$ cat config.mk
export PLATFORM = sky130hd
export DESIGN_NAME = parking_slot_ctrl
export DESIGN_NICKNAME = d
export VERILOG_FILES = /design/src/rtl/parking_slot_ctrl.sv
export SDC_FILE = /design/constraint.sdc
export NUM_CORES = 1
export LEC_CHECK = 0
export BUFFER_PORTS_ARGS = -buffer_cell sky130_fd_sc_hd__buf_2
export CAP_MARGIN = 30
export CORE_ASPECT_RATIO = 1.5
export CORE_MARGIN = 1.5
export CORE_UTILIZATION = 53
export CTS_CLUSTER_DIAMETER = 150
export CTS_CLUSTER_SIZE = 30
export DETAILED_ROUTE_END_ITERATION = 10
export GPL_ROUTABILITY_DRIVEN = 1
export PLACE_DENSITY = 0.88
export SYNTH_ARGS = -nofsm -noshare
export SYNTH_HDL_FRONTEND = slang
export SYNTH_SLANG_ARGS = --single-unit
export TNS_END_PERCENT = 10
$ cat constraint.sdc
create_clock -name clk -period 2.55 [get_ports clk]
set_clock_uncertainty 0.05 [all_clocks]
set_input_delay 0.1275 -clock clk [delete_from_list [all_inputs] [get_ports clk]]
set_output_delay 0.1275 -clock clk [all_outputs]
set_load 0.01 [all_outputs]
$ cat src/rtl/parking_slot_ctrl.sv
// parking_slot_ctrl: debounced keypad select/confirm protocol owning a parking-slot occupancy map
module parking_slot_ctrl #(
    parameter int NUM_SLOTS      = 6,
    parameter int DEB_CYCLES     = 16,
    parameter int TIMEOUT_CYCLES = 1000000
) (
    input  logic                 clk,
    input  logic                 rst_n,
    input  logic                 press_in,
    input  logic [3:0]           value_in,
    input  logic                 clr_all,
    output logic [NUM_SLOTS-1:0] occupied,
    output logic [3:0]           free_count,
    output logic                 full,
    output logic                 armed,
    output logic [3:0]           armed_slot,
    output logic                 evt_valid,
    output logic                 evt_leave,
    output logic [3:0]           evt_slot,
    output logic                 err_valid,
    output logic [1:0]           err_code
);
    localparam int CW = $clog2(DEB_CYCLES);
    localparam int TW = $clog2(TIMEOUT_CYCLES);
    localparam logic [1:0] D_RELEASED    = 2'd0;
    localparam logic [1:0] D_PRESS_CNT   = 2'd1;
    localparam logic [1:0] D_HELD        = 2'd2;
    localparam logic [1:0] D_RELEASE_CNT = 2'd3;
    localparam logic [0:0] S_IDLE        = 1'b0;
    localparam logic [0:0] S_ARMED       = 1'b1;

    logic [1:0]           deb_q, deb_d;
    logic [CW-1:0]        cnt_q, cnt_d;
    logic [3:0]           key_q, key_d;
    logic                 key_strobe;
    logic [0:0]           st_q, st_d;
    logic [3:0]           slot_q, slot_d;
    logic [TW-1:0]        timer_q, timer_d;
    logic [NUM_SLOTS-1:0] occ_q, occ_d, onehot;
    logic [3:0]           free_q, free_d;
    logic                 evt_valid_q, evt_valid_d, evt_leave_q, evt_leave_d;
    logic [3:0]           evt_slot_q, evt_slot_d;
    logic                 err_valid_q, err_valid_d;
    logic [1:0]           err_code_q, err_code_d;
    logic                 key_ok, prior, timeout;

    always_comb begin
        deb_d      = deb_q;
        cnt_d      = cnt_q;
        key_d      = key_q;
        key_strobe = 1'b0;
        case (deb_q)
            D_RELEASED: if (press_in) begin
                deb_d = D_PRESS_CNT;
                key_d = value_in;
                cnt_d = '0;
            end
            D_PRESS_CNT: if (!press_in) begin
                deb_d = D_RELEASED;
            end else if (value_in != key_q) begin
                key_d = value_in;
                cnt_d = '0;
            end else if (cnt_q == CW'(DEB_CYCLES - 1)) begin
                key_strobe = 1'b1;
                deb_d      = D_HELD;
            end else begin
                cnt_d = cnt_q + CW'(1);
            end
            D_HELD: if (!press_in) begin
                deb_d = D_RELEASE_CNT;
                cnt_d = '0;
            end
            default: if (press_in) begin
                deb_d = D_HELD;
            end else if (cnt_q == CW'(DEB_CYCLES - 1)) begin
                deb_d = D_RELEASED;
            end else begin
                cnt_d = cnt_q + CW'(1);
            end
        endcase
    end

    assign key_ok  = (key_q != 4'd0) && (key_q <= 4'(NUM_SLOTS));
    assign onehot  = NUM_SLOTS'(1) << (key_q - 4'd1);
    assign prior   = |(occ_q & onehot);
    assign timeout = (st_q == S_ARMED) && (timer_q == TW'(TIMEOUT_CYCLES - 1));

    // clr_all outranks everything; a key strobe outranks a same-cycle timeout
    always_comb begin
        st_d        = st_q;
        slot_d      = slot_q;
        timer_d     = (st_q == S_ARMED) ? timer_q + TW'(1) : '0;
        occ_d       = occ_q;
        free_d      = free_q;
        evt_valid_d = 1'b0;
        evt_leave_d = evt_leave_q;
        evt_slot_d  = evt_slot_q;
        err_valid_d = 1'b0;
        err_code_d  = err_code_q;
        if (clr_all) begin
            st_d    = S_IDLE;
            slot_d  = 4'd0;
            timer_d = '0;
            occ_d   = '0;
            free_d  = 4'(NUM_SLOTS);
        end else if (key_strobe && st_q == S_IDLE) begin
            if (!key_ok) begin
                err_valid_d = 1'b1;
                err_code_d  = 2'b01;
            end else begin
                st_d    = S_ARMED;
                slot_d  = key_q;
                timer_d = '0;
            end
        end else if (key_strobe) begin
            st_d   = S_IDLE;
            slot_d = 4'd0;
            if (key_q == slot_q) begin
                occ_d       = occ_q ^ onehot;
                free_d      = prior ? free_q + 4'd1 : free_q - 4'd1;
                evt_valid_d = 1'b1;
                evt_leave_d = prior;
                evt_slot_d  = key_q;
            end else begin
                err_valid_d = 1'b1;
                err_code_d  = key_ok ? 2'b10 : 2'b01;
            end
        end else if (timeout) begin
            st_d        = S_IDLE;
            slot_d      = 4'd0;
            err_valid_d = 1'b1;
            err_code_d  = 2'b11;
        end
    end

    always_ff @(posedge clk or negedge rst_n) begin
        if (!rst_n) begin
            deb_q       <= D_RELEASED;
            cnt_q       <= '0;
            key_q       <= 4'd0;
            st_q        <= S_IDLE;
            slot_q      <= 4'd0;
            timer_q     <= '0;
            occ_q       <= '0;
            free_q      <= 4'(NUM_SLOTS);
            evt_valid_q <= 1'b0;
            evt_leave_q <= 1'b0;
            evt_slot_q  <= 4'd0;
            err_valid_q <= 1'b0;
            err_code_q  <= 2'b00;
        end else begin
            deb_q       <= deb_d;
            cnt_q       <= cnt_d;
            key_q       <= key_d;
            st_q        <= st_d;
            slot_q      <= slot_d;
            timer_q     <= timer_d;
            occ_q       <= occ_d;
            free_q      <= free_d;
            evt_valid_q <= evt_valid_d;
            evt_leave_q <= evt_leave_d;
            evt_slot_q  <= evt_slot_d;
            err_valid_q <= err_valid_d;
            err_code_q  <= err_code_d;
        end
    end

    assign occupied   = occ_q;
    assign free_count = free_q;
    assign full       = (free_q == 4'd0);
    assign armed      = (st_q == S_ARMED);
    assign armed_slot = slot_q;
    assign evt_valid  = evt_valid_q;
    assign evt_leave  = evt_leave_q;
    assign evt_slot   = evt_slot_q;
    assign err_valid  = err_valid_q;
    assign err_code   = err_code_q;
endmodule

==> impl_summary.txt <==
----------------------------------------------------
[Run status]
  Result of the run ... complete, but fails checks
  Violations in the final reports ... negative setup slack

[Yosys]
  Synth area leaders ... dfrtp_1, ha_1, xor2_1, nor2_1, mux2_2
  Commonest cells in the synthesized netlist ... dfrtp_1, nor2_1, xor2_1
  Ys flop type ... dfrtp_1
  Area fraction of the dominant cell type after synthesis ... between 40% and 50%
  Most instantiated library cell after synthesis ... dfrtp_1
  Gate count after technology mapping ... approximately 280
  Fraction of the yosys area taken by sequential cells ... 46.3%
  Average instance area after synthesis ... approximately 11 um^2
  Count of yosys warnings during synthesis ... 0
  Post-Synthesis Net Count ... 301
  Number of enable flip-flop cells after synthesis ... 0
  Synth area leader ... dfrtp_1
  Post-synthesis cell area ... 2920 um^2
  Async set-reset flop share out of synthesis ... 100%
  Synth unique cells ... 55
  Register bit total from synthesis ... 54

[Setup path]
  Critical path peak fanout ... 3
  Largest incremental delay on the critical path ... about 0.43 ns
  Arrival time of data at the critical path endpoint ... 2.84 ns
  Number of cell instances on the worst register-to-register path ... 13
  Series of cell instances along the critical path ... buf_4, buf_4, nor3_1, ha_1, nor2_1, nand2_1, inv_2, ha_1, a21o_1, a21oi_2, xnor2_2, or4_1, a21oi_1
  Library cell contributing the largest single delay on the critical path ... dfrtp_1
  Critical path startpoint category ... flop
  Data required, critical path ... 2.74 ns
  Capturing element type of the critical path ... flop
  Path type of the worst setup path ... flop to flop
  Endpoint of the worst register-to-register path ... free_count[3]
  Reg-to-reg setup timing slack ... -0.10 ns
  Launch point of the worst reg-to-reg path ... key_q[1]
  Crit. Startpoint ... key_q[1]

[Power and ir drop]
  Worst IR drop on VDD ... 0.000563 V
  Static Leak ... about 1.6 nW
  Power Dens Cells ... 670 nW/um^2

[GRT]
  Number of global-route vias before repair ... between 2k and 2.5k
  Met1 usage ... 25.3%
  Wire length of the first global-routing pass ... 10.5 mm
  Antenna violations before repair ... 0
  Met3 usage ... around 3.6%
  Grt total ovfl ... 0
  Most utilized layer in the global route result ... met2
  Routing usage on met2 ... 42.1%
  Maximum number of pins on one net before global-route repair ... 32
  Global router's overall resource usage ... between 20 and 25%

[Timing]
  Worst-Margin Slew ... 0.676 ns
  Worst setup slack after layout ... -0.101 ns
  Maximum operating frequency ... 377 MHz
  Setup total negative slack ... -0.101 ns
  Max-slew violation count ... 0
  Endpoints failing setup ... 1
  Worst slew slack as a fraction of its limit ... 54.9%
  Worst hold slack across all endpoints ... 0.0171 ns
  Final critical-path share of the clock period ... 104%
  Clock period minus worst slack ... roughly 2.7 ns
  RSZ-0062 raised after global routing ... true
  Final hold violation count ... 0

[Clock tree]
  Clock transition at path regs ... 0.10 ns
  Maximum buffer depth of the clock tree ... 2
  Clock net sink count ... 54
  Htree depth ... 2
  Clk Latency, worst-skew pair ... 0.31 ns
  Clk root buf ... clkbuf_8
  Clock tree from TritonCTS ... done
  Clock buffers created by TritonCTS ... 5

[Floorplan]
  Horiz. Die Dim ... between 60 and 70 um
  Die Ht ... 94.0 um
  Ports ... 33
  Initial Utilization ... 55.7%
  Placeable core area ... around 5200 um^2
  Die footprint ... 5980 um^2
  Number of placement rows ... 32

[Worst hold path]
  Hold/Removal Path Class ... primary input to flop
  Hold path cells ... 2
  End point of the most critical hold path ... free_count[3]
  Source of the worst hold timing path ... clr_all

[Job]
  Maximum capacitance violations ... 0

[Route]
  Number of nets with antenna violations after detailed routing ... 0
  Post-DR vias/cell ... ~5.9
  Mean routed wirelength per cell ... 16.2 um
  Violation count after the first detailed-route iteration ... 101
  DR vias ... ~2.3k
  DRT Wirelength ... 6.48 mm
  1st-pass router iterations ... 4
  DRC violation count after routing ... 0

[Placed design]
  Number of buffers added on ports ... 32
  Sum of net half-perimeters after detailed placement ... approximately 4.5 mm
  Total instance count after detailed placement ... 381
  Routability Congestion ... 0.893
  Minimum setup slack after placement ... -0.0859 ns

[Finish]
  Layout area overhead ... 16.1%
  Ratio of cells with drive above 1 in the final layout ... 26.0%
  # nets final ... between 300 and 400
  Number of antenna cells inserted ... 0
  Non-filler cells, final ... 399

----------------------------------------------------
cell usage in the layout (no fill, tap or decap), drive strengths merged, types with 7 or more instances in the layout:
| cell type | instances |
|---|---|
| ha | 14 |
| o21ai | 8 |
| nor2 | 30 |
| nand3 | 14 |
| xnor2 | 10 |
| inv | 15 |
| mux2 | 10 |
| dfrtp | 52 |
| nor4 | 8 |
| buf | 53 |
| xor2 | 17 |
| clkbuf | 7 |
| a21oi | 8 |
| nand2 | 14 |
| nor3 | 7 |
flip-flops by register name, indices dropped and copies added (netlist names), named ones only:
name / count
timer_q: 20
occupied: 6
armed_slot: 4
cnt_q: 4
evt_slot: 4
free_count: 4
key_q: 4
err_code: 2
armed: 1
deb_q: 1
err_valid: 1
evt_leave: 1
evt_valid: 1
stage by stage:
stage	instance area [um^2]	util (%)	total power, mW
2_1_floorplan	2930	-	1.54
3_3_place_gp	3210	61.1	1.67
3_5_place_dp	3210	61.1	1.71
4_1_cts	3360	64.1	2.22
5_1_grt	3390	64.7	2.39
6_report	3390	64.7	2.28
layer usage:
layer,up-vias,wire (um)
met2,69,3620
met5,-,0
met3,17,217
met1,1160,2490
met4,0,155
li1,1089,-
logic make-up (layout without fill, tap and decap cells):
group | Yosys count | count (layout) | synth area share [%]
buffers and inverters | 24 | 77 | 3.81
XOR/XNOR | 27 | 27 | 8.09
multiplexers | 13 | 13 | 4.88
flip-flops | 54 | 54 | 46.3
AND/OR/NAND/NOR | 103 | 103 | 20.3
adder cells (fa/ha/maj) | 15 | 15 | 6.68
AO/OA/AOI/OAI | 42 | 42 | 9.93
power breakdown:
part	internal (mW)	switching [mW]	leakage, nW
logic	0.354	0.446	0.853
clock network	0.195	0.282	0.0385
registers	0.922	0.0766	0.731
total	1.47	0.804	1.62
layout make-up:
| type | count | area (um^2) |
|---|---|---|
| inverter | 15 | 56.3 |
| multi-input combinational | 200 | 1490 |
| tap | 68 | 85.1 |
| timing repair buffer | 54 | 328 |
| clock buffer | 7 | 76.3 |
| fill | 398 | 1850 |
| sequential | 54 | 1350 |
| clock inverter | 1 | 7.51 |
worst max-delay path: cells and delay by family, from the launching register on:
kind	cells	cell delay [ns]
compound gates	3	0.51
simple gates	4	0.75
buf+inv	3	0.32
xor+xnor	1	0.09
flops	1	0.43
fa+ha+maj	2	0.45
worst max path at each step:
stage / endpoint / slack (ns)
floorplan: free_count[3] / 0.01
detailed placement: free_count[3] / -0.09
global placement: free_count[3] / 0.06
CTS: free_count[3] / 0.001
global route: free_count[3] / -0.20
finish: free_count[3] / -0.10
repair_timing:
| item | CTS | global route |
|---|---|---|
| hold endpoints to repair | 27 | 0 |
| hold buffers | 1 | 0 |
| buffers inserted | 8 | 1 |
| endpoints found under the setup margin | 1 | 3 |
| resized for setup | 0 | 7 |
| pin swaps | 4 | 6 |
No activity file was read; power rests on OpenSTA's default activity.
